**config.mk**
```make
export PLATFORM = sky130hd
export DESIGN_NAME = uart_send_queue
export DESIGN_NICKNAME = d
export VERILOG_FILES = /design/src/rtl/uart_send_queue_pkg.sv /design/src/rtl/uart_send_queue_mem.sv /design/src/rtl/uart_send_queue.sv
export SDC_FILE = /design/constraint.sdc
export NUM_CORES = 1
export LEC_CHECK = 0
export ABC_AREA = 1
export ABC_CLOCK_PERIOD_IN_PS = 2600
export BUFFER_PORTS_ARGS = -buffer_cell sky130_fd_sc_hd__buf_4
export CAP_MARGIN = 40
export CORE_MARGIN = 2
export CORE_UTILIZATION = 45
export CTS_BUF_LIST = sky130_fd_sc_hd__clkbuf_2 sky130_fd_sc_hd__clkbuf_4 sky130_fd_sc_hd__clkbuf_8
export DETAILED_ROUTE_END_ITERATION = 16
export SETUP_SLACK_MARGIN = 0.2
export SLEW_MARGIN = 20
export SYNTH_ARGS = -nofsm -noshare
export SYNTH_HDL_FRONTEND = slang
export SYNTH_HIERARCHICAL = 1
export SYNTH_SLANG_ARGS = --single-unit
```
**constraint.sdc**
```tcl
create_clock -name MCLK_IN -period 2.6 [get_ports MCLK_IN]
set_input_delay 0.26 -clock MCLK_IN [delete_from_list [all_inputs] [get_ports MCLK_IN]]
set_output_delay 0.26 -clock MCLK_IN [all_outputs]
set_load 0.02 [all_outputs]
```
**src/rtl/uart_send_queue_pkg.sv**
```systemverilog
// Shared constants for the UART send queue.
// Default depth, byte width and occupancy counter width.
package uart_send_queue_pkg;

  localparam int UQ_DEPTH  = 16;
  localparam int UQ_AW     = 4;
  localparam int UQ_BYTE_W = 8;

  // The occupancy counter needs one extra bit so it can hold DEPTH itself.
  function automatic int uq_cnt_w(input int aw);
    return aw + 1;
  endfunction

endpackage

```
**src/rtl/uart_send_queue_mem.sv**
```systemverilog
// Byte storage for the send queue.
// One synchronous write port, one asynchronous read port.
module uart_send_queue_mem
  import uart_send_queue_pkg::*;
#(
  parameter int AW = UQ_AW,
  parameter int DW = UQ_BYTE_W
) (
  input  logic          i_clk,
  input  logic          i_we,
  input  logic [AW-1:0] i_waddr,
  input  logic [DW-1:0] i_wdata,
  input  logic [AW-1:0] i_raddr,
  output logic [DW-1:0] o_rdata
);

  logic [DW-1:0] r_mem [2**AW];

  // Storage is never reset; entries are only read once written.
  always_ff @(posedge i_clk) begin
    if (i_we) r_mem[i_waddr] <= i_wdata;
  end

  assign o_rdata = r_mem[i_raddr];

endmodule

```
**src/rtl/uart_send_queue.sv**
```systemverilog
// Send queue between BusControl and the Monitor.
// Edge-triggered push, first-word fall-through pop.
module uart_send_queue
  import uart_send_queue_pkg::*;
#(
  parameter int DEPTH = UQ_DEPTH,
  parameter int AW    = UQ_AW
) (
  input  logic                     MCLK_IN,
  input  logic                     RESET_n_IN,
  input  logic                     TRIGGER_IN,
  input  logic [UQ_BYTE_W-1:0]     BYTE_IN,
  output logic                     BUSY,
  output logic                     OUT_VALID,
  output logic [UQ_BYTE_W-1:0]     OUT_BYTE,
  input  logic                     OUT_READY_IN,
  output logic [uq_cnt_w(AW)-1:0]  COUNT,
  output logic                     OVERFLOW,
  input  logic                     OVERFLOW_CLR_IN
);

  localparam int CW = uq_cnt_w(AW);
  localparam logic [CW-1:0] L_FULL = CW'(DEPTH);

  logic [AW-1:0] r_wptr;
  logic [AW-1:0] r_rptr;
  logic [CW-1:0] r_count;
  logic          r_trig_prev;
  logic          r_ovf;

  logic w_push_req;
  logic w_full;
  logic w_empty;
  logic w_push;
  logic w_drop;
  logic w_pop;

  assign w_push_req = TRIGGER_IN & ~r_trig_prev;
  assign w_full     = (r_count == L_FULL);
  assign w_empty    = (r_count == '0);
  assign w_push     = w_push_req & ~w_full;
  assign w_drop     = w_push_req & w_full;
  assign w_pop      = ~w_empty & OUT_READY_IN;

  assign BUSY      = w_full;
  assign OUT_VALID = ~w_empty;
  assign COUNT     = r_count;
  assign OVERFLOW  = r_ovf;

  // Previous trigger starts high so a held strobe at release is ignored.
  always_ff @(posedge MCLK_IN or negedge RESET_n_IN) begin
    if (!RESET_n_IN) r_trig_prev <= 1'b1;
    else             r_trig_prev <= TRIGGER_IN;
  end

  // Pointers wrap naturally at DEPTH; count tracks occupancy separately.
  always_ff @(posedge MCLK_IN or negedge RESET_n_IN) begin
    if (!RESET_n_IN) begin
      r_wptr  <= '0;
      r_rptr  <= '0;
      r_count <= '0;
    end else begin
      if (w_push) r_wptr <= r_wptr + AW'(1);
      if (w_pop)  r_rptr <= r_rptr + AW'(1);
      if (w_push && !w_pop)      r_count <= r_count + CW'(1);
      else if (w_pop && !w_push) r_count <= r_count - CW'(1);
    end
  end

  // Sticky drop flag; a drop wins over a coincident clear.
  always_ff @(posedge MCLK_IN or negedge RESET_n_IN) begin
    if (!RESET_n_IN)          r_ovf <= 1'b0;
    else if (w_drop)          r_ovf <= 1'b1;
    else if (OVERFLOW_CLR_IN) r_ovf <= 1'b0;
  end

  uart_send_queue_mem #(
    .AW (AW),
    .DW (UQ_BYTE_W)
  ) u_mem (
    .i_clk   (MCLK_IN),
    .i_we    (w_push),
    .i_waddr (r_wptr),
    .i_wdata (BYTE_IN),
    .i_raddr (r_rptr),
    .o_rdata (OUT_BYTE)
  );

endmodule

```
Word-level counts from Yosys, hierarchy flattened --
Memory sizes are Yosys's and may differ from the RTL's. Index checks and enable logic that the tools add are counted.
Word-level totals: output and inout bits 16, flip-flop bits (word level) 15, RAM bits 128, logic and storage cells 31, memories kept 1, input bits 13
Cells by class: $add $sub $neg 4, bitwise logic cells 7, equal/unequal tests 1, muxes and demuxes 6, reductions and logical operators 7
Memory list:
- u_mem.r_mem | words 16, bits a word 8, rd ports 1, clocked after Yosys merged registers in 0, wr ports 1, RTL line uart_send_queue_mem.sv:17 | logic [DW-1:0] r_mem [2**AW];
Operators by type and width (number):
- 5-bit two-way mux | 2
- 4-bit by 1-bit adder with 4-bit output (second input constant) | 2
- 5-bit by 1-bit adder with 5-bit output (second input constant) | 1
- 5-bit == test (second input constant) | 1
- 5-bit zero test | 1
- 5-bit by 1-bit subtractor with 5-bit output (second input constant) | 1
- 1-bit AND | 4
- 1-bit two-way mux | 4
- 2-bit nonzero test | 2
- 1-bit inverter | 3
- 1-bit logical AND | 2
- 1-bit zero test | 2

Depth between registers and ports, before layout --
depth after elaboration 7, gate-level depth with buffers 13, mapped depth without buffers 13

Cells and area by module --
Netlist, hierarchy kept.
By module, submodules not included:
- uart_send_queue_mem | area each 5606.6 µm², cells each 543, instances 1, seq. area each 3843.7 µm²
- uart_send_queue | area each 898.4 µm², cells each 108, instances 1, seq. area each 376.6 µm²

Worst setup path before layout --
Ideal clock, no wire load.
path type reg-to-reg, start register r_count[1], in the netlist COUNT[1], end register r_count[4], in the netlist COUNT[4], stages on the path, launching flop included 13, period minus slack after synthesis 2.208 ns, path slack 0.392 ns, buffers on the path 0, arrival 2.091 ns, path through dfrtp_1 > nor2_4 > nand4_4 > nand2_2 > inv_1 > ha_1 > inv_1 > ha_1 > or2_2 > nand2_1 > nand2_1 > nand3_1 > nand2_1
On the way: longest elaborated chain between the ends 6, elaborated cells between the ends (all ways) 15
Ends and longest elaborated chain:
- from (decl) | RTL line uart_send_queue.sv:27 | logic [CW-1:0] r_count;
- from (signal assigned) | RTL line uart_send_queue.sv:65 | if (w_push && !w_pop) r_count <= r_count + CW'(1);
- from (signal assigned) | RTL line uart_send_queue.sv:66 | else if (w_pop && !w_push) r_count <= r_count - CW'(1);
- 5-bit == test (*) | RTL line uart_send_queue.sv:39 | assign w_full = (r_count == L_FULL);
- 1-bit inverter (*) | RTL line uart_send_queue.sv:41 | assign w_push = w_push_req & ~w_full;
- 1-bit AND (*) | RTL line uart_send_queue.sv:41
- named net w_push | RTL line uart_send_queue.sv:34 | logic w_push;
- 1-bit zero test | RTL line uart_send_queue.sv:66
- 1-bit logical AND | RTL line uart_send_queue.sv:66
- 2-bit nonzero test (no line)
Mark *: on every way through the listed nets, which the timed path passes. The rest lies on a longest branch. The select of a mux whose other input is x is not followed. A chain may end at the register's enable or synchronous reset.

Final worst setup path --
start register r_rptr[2], end output port OUT_BYTE[1]
On the way: longest elaborated chain between the ends 1
Ends and longest elaborated chain:
- from (decl) | RTL line uart_send_queue.sv:26 | logic [AW-1:0] r_rptr;
- from (signal assigned) | RTL line uart_send_queue.sv:64 | if (w_pop) r_rptr <= r_rptr + AW'(1);
- memory 16 x 8 bit
- to (decl) | RTL line uart_send_queue.sv:15 | output logic [UQ_BYTE_W-1:0] OUT_BYTE,
No other way between the ends.

==> results.json <==
{
  "layout-drive-gt1-share": 0.1259,
  "synthesis.nets": 671,
  "drtIter0Drc": 360,
  "die_w_um": 124.2,
  "power.density_nw_per_um2": 1027,
  "ant_nets": 0,
  "grt_max_degree": 70,
  "grt.total_usage": 0.1952,
  "critPathLaunchType": "register",
  "r2r-start": "COUNT[1]$_DFFE_PN0P_",
  "tightest_slew_ns": 0.6751,
  "drtPass1Iterations": 5,
  "setup_ws_ns": 0.3233,
  "overflow": 0,
  "fin_tns_setup_ns": 0,
  "yosysWarnings": 6,
  "dpl_cell_area_sq_um": 6935,
  "synth.distinct_cells": 25,
  "ys_seq_area_frac": 0.6488,
  "antenna_cells": 0,
  "die_area_sq_um": 15430,
  "htree_levels": 4,
  "antenna_found_initial": 0,
  "vias": 4461,
  "drc_errors": 0,
  "leakagePower_nw": 3.273,
  "finalInstanceArea_sq_um": 7363,
  "arrival_ns": 2.02,
  "yosys_register_bits": 143,
  "hold_start": "OUT_READY_IN",
  "grt_pass1_vias": 4217,
  "clock_path_buffers": 2,
  "finalPower_mw": 7.563,
  "slew_headroom": 0.5495,
  "hold_viol_final": 0,
  "setup_violations": 0,
  "routed_wl_um": 14580,
  "worstSetupPathType": "register to output pin",
  "critPathMaxFanout": 16,
  "syn2layout_area_growth_pct": 13.19,
  "fillers": 1247,
  "holdCritPathClass": "input port to register",
  "synth_area_sq_um": 6505,
  "postCtsSetupBuffers": 0,
  "num_rows": 43,
  "io_pins": 29,
  "grt_pass1_wl_um": 22810,
  "crit_path_end_kind": "output pin",
  "start_util": 0.4650,
  "cp-startpoint": "r_rptr[2]$_DFFE_PN0P_",
  "clk_pin_slew_ns": 0.07,
  "finish.net_count": 716,
  "gp_congestion": 0.8599,
  "die_y_um": 124.2,
  "crit_required_ns": 2.34,
  "min_period_ns": 2.277,
  "cts.sinks": 143,
  "cts_buffers": 17,
  "dp_slack_ns": 0.2859,
  "peakVddDrop_mv": 0.6843,
  "rsz0062_at_grt": "false",
  "dp_hpwl_um": 8646,
  "cts_root_buf": "clkbuf_8",
  "core_area_sq_um": 13990,
  "syn_area_per_cell_sq_um": 9.992,
  "cts_tree": "yes",
  "maxCapViolations": 0,
  "skew_ns": 0.008019,
  "syn_inst": 651,
  "port_buffers": 28,
  "finalMaxSlewViolations": 0,
  "status": "finished clean",
  "fmax_mhz": 439.2,
  "finalCritPeriodShare": 0.8756,
  "clock_latency_ns": 0.45,
  "viasPerCell": 5.029,
  "wire_per_inst_um": 16.44
}
## logic make-up (layout without fill, tap and decap cells)
group	count (synthesis)	count (layout)	share of synthesized area
xor gates and xnor gates	3	3	0.004040
AOI/OAI and AO/OA	3	3	0.002307
buffers and inverters	140	196	0.09252
DFF	143	143	0.6488
and+or+nand+nor	355	355	0.2377
adders and majority gates	7	7	0.01462
## critical path, cell delays in order, from the launching register on
cell     delay [ns]
dfrtp_1        0.39
inv_1          0.51
nand3_1        0.22
nand3_1        0.18
nand2_1        0.10
buf_4          0.17
## cells in the final DEF (no fill, tap or decap), types with 6 or more instances in the layout
| cell type | netlist | routed |
|---|---|---|
| buf_4 | 4 | 44 |
| nor2_1 | 20 | 19 |
| edfxtp_1 | 128 | 128 |
| clkbuf_8 | 0 | 17 |
| inv_1 | 111 | 110 |
| nand2_1 | 212 | 212 |
| nand3_1 | 111 | 111 |
| dfrtp_1 | 14 | 12 |
| ha_1 | 6 | 6 |
## report_power, final
part | total, mW | switching [mW] | internal [mW] | leakage, nW
registers | 2.89 | 0.197 | 2.69 | 1.34
logic | 3.05 | 2.01 | 1.05 | 1.75
clock network | 1.62 | 0.771 | 0.852 | 0.182
## Yosys cell counts
cell type / count / share of area
nand2_1: 212 / 0.12
edfxtp_1: 128 / 0.59
inv_1: 111 / 0.064
nand3_1: 111 / 0.085
nor2_1: 20 / 0.012
dfrtp_1: 14 / 0.054
buf_2: 13 / 0.010
buf_6: 6 / 0.010
ha_1: 6 / 0.012
inv_2: 5 / 0.0029
buf_4: 4 / 0.0046
nand3b_1: 4 / 0.0046
nand4_1: 2 / 0.0019
nand4_4: 2 / 0.0065
o21ai_0: 2 / 0.0015
xor2_1: 2 / 0.0027
a21oi_1: 1 / 0.00077
buf_1: 1 / 0.00058
dfstp_2: 1 / 0.0040
fa_1: 1 / 0.0031
nand2_2: 1 / 0.00096
nand2_4: 1 / 0.0017
nor2_4: 1 / 0.0017
or2_2: 1 / 0.00096
xnor2_1: 1 / 0.0013
## registers in the layout (all words and copies together), names as in the netlist
register,flops
r_wptr,4
u_mem/r_mem,128
r_trig_prev,1
r_rptr,4
COUNT,5
OVERFLOW,1
## area by class of cell
class                           instances  area (sq um)  share of cell area
Clock inverter                         10         97.59             0.01325
Timing Repair Buffer                   50         432.9             0.05879
Clock buffer                           20         256.5             0.03483
Multi-Input combinational cell        368          1685              0.2289
Tap cell                              180         225.2             0.03059
Inverter                              116         442.9             0.06015
Sequential cell                       143          4223              0.5735
## worst paths after layout
| check | to | depth (start not counted) | slack, ns |
|---|---|---|---|
| worst max-delay path | OUT_BYTE[1] | 5 | 0.32 |
| worst min-delay path | r_rptr[2]$_DFFE_PN0P_ | 3 | 0.10 |
| worst max register to register | COUNT[4]$_DFFE_PN0P_ | 12 | 0.38 |
| worst min register to register | OVERFLOW$_DFFE_PN0P_ | 2 | 0.53 |
| max in group asynchronous | r_trig_prev$_DFF_PN1_ | 2 | 2.16 |
| min in group asynchronous | OVERFLOW$_DFFE_PN0P_ | 2 | 0.20 |
## per-layer routing
layer / GRT usage / part of all wire / vias to the layer above / wire length, um
met3: 0.04991 / 0.050 / 26 / 724
met5: 0 / 0 / - / 0
li1: - / - / 2182 / -
met2: 0.3031 / 0.47 / 119 / 6845
met1: 0.2649 / 0.46 / 2134 / 6691
met4: 0.07535 / 0.022 / 0 / 320
## repair_timing
action                                  4_1_cts  5_1_grt
gates resized for setup                       1        7
cloned                                        0        1
hold buffers                                  3        0
hold endpoints to repair                     17        0
endpoints found under the setup margin        6       10
## metrics by stage
stage | hold WS [ns] | utilization | std cells
floorplan | -0.03559 | - | 651
global placement | 0.1241 | 0.4958 | 853
detailed placement | 0.1271 | 0.4958 | 853
CTS | 0.07927 | 0.5234 | 886
global route | 0.09351 | 0.5264 | 887
finish | 0.1020 | 0.5264 | 887
No activity file was read; power rests on OpenSTA's default activity.
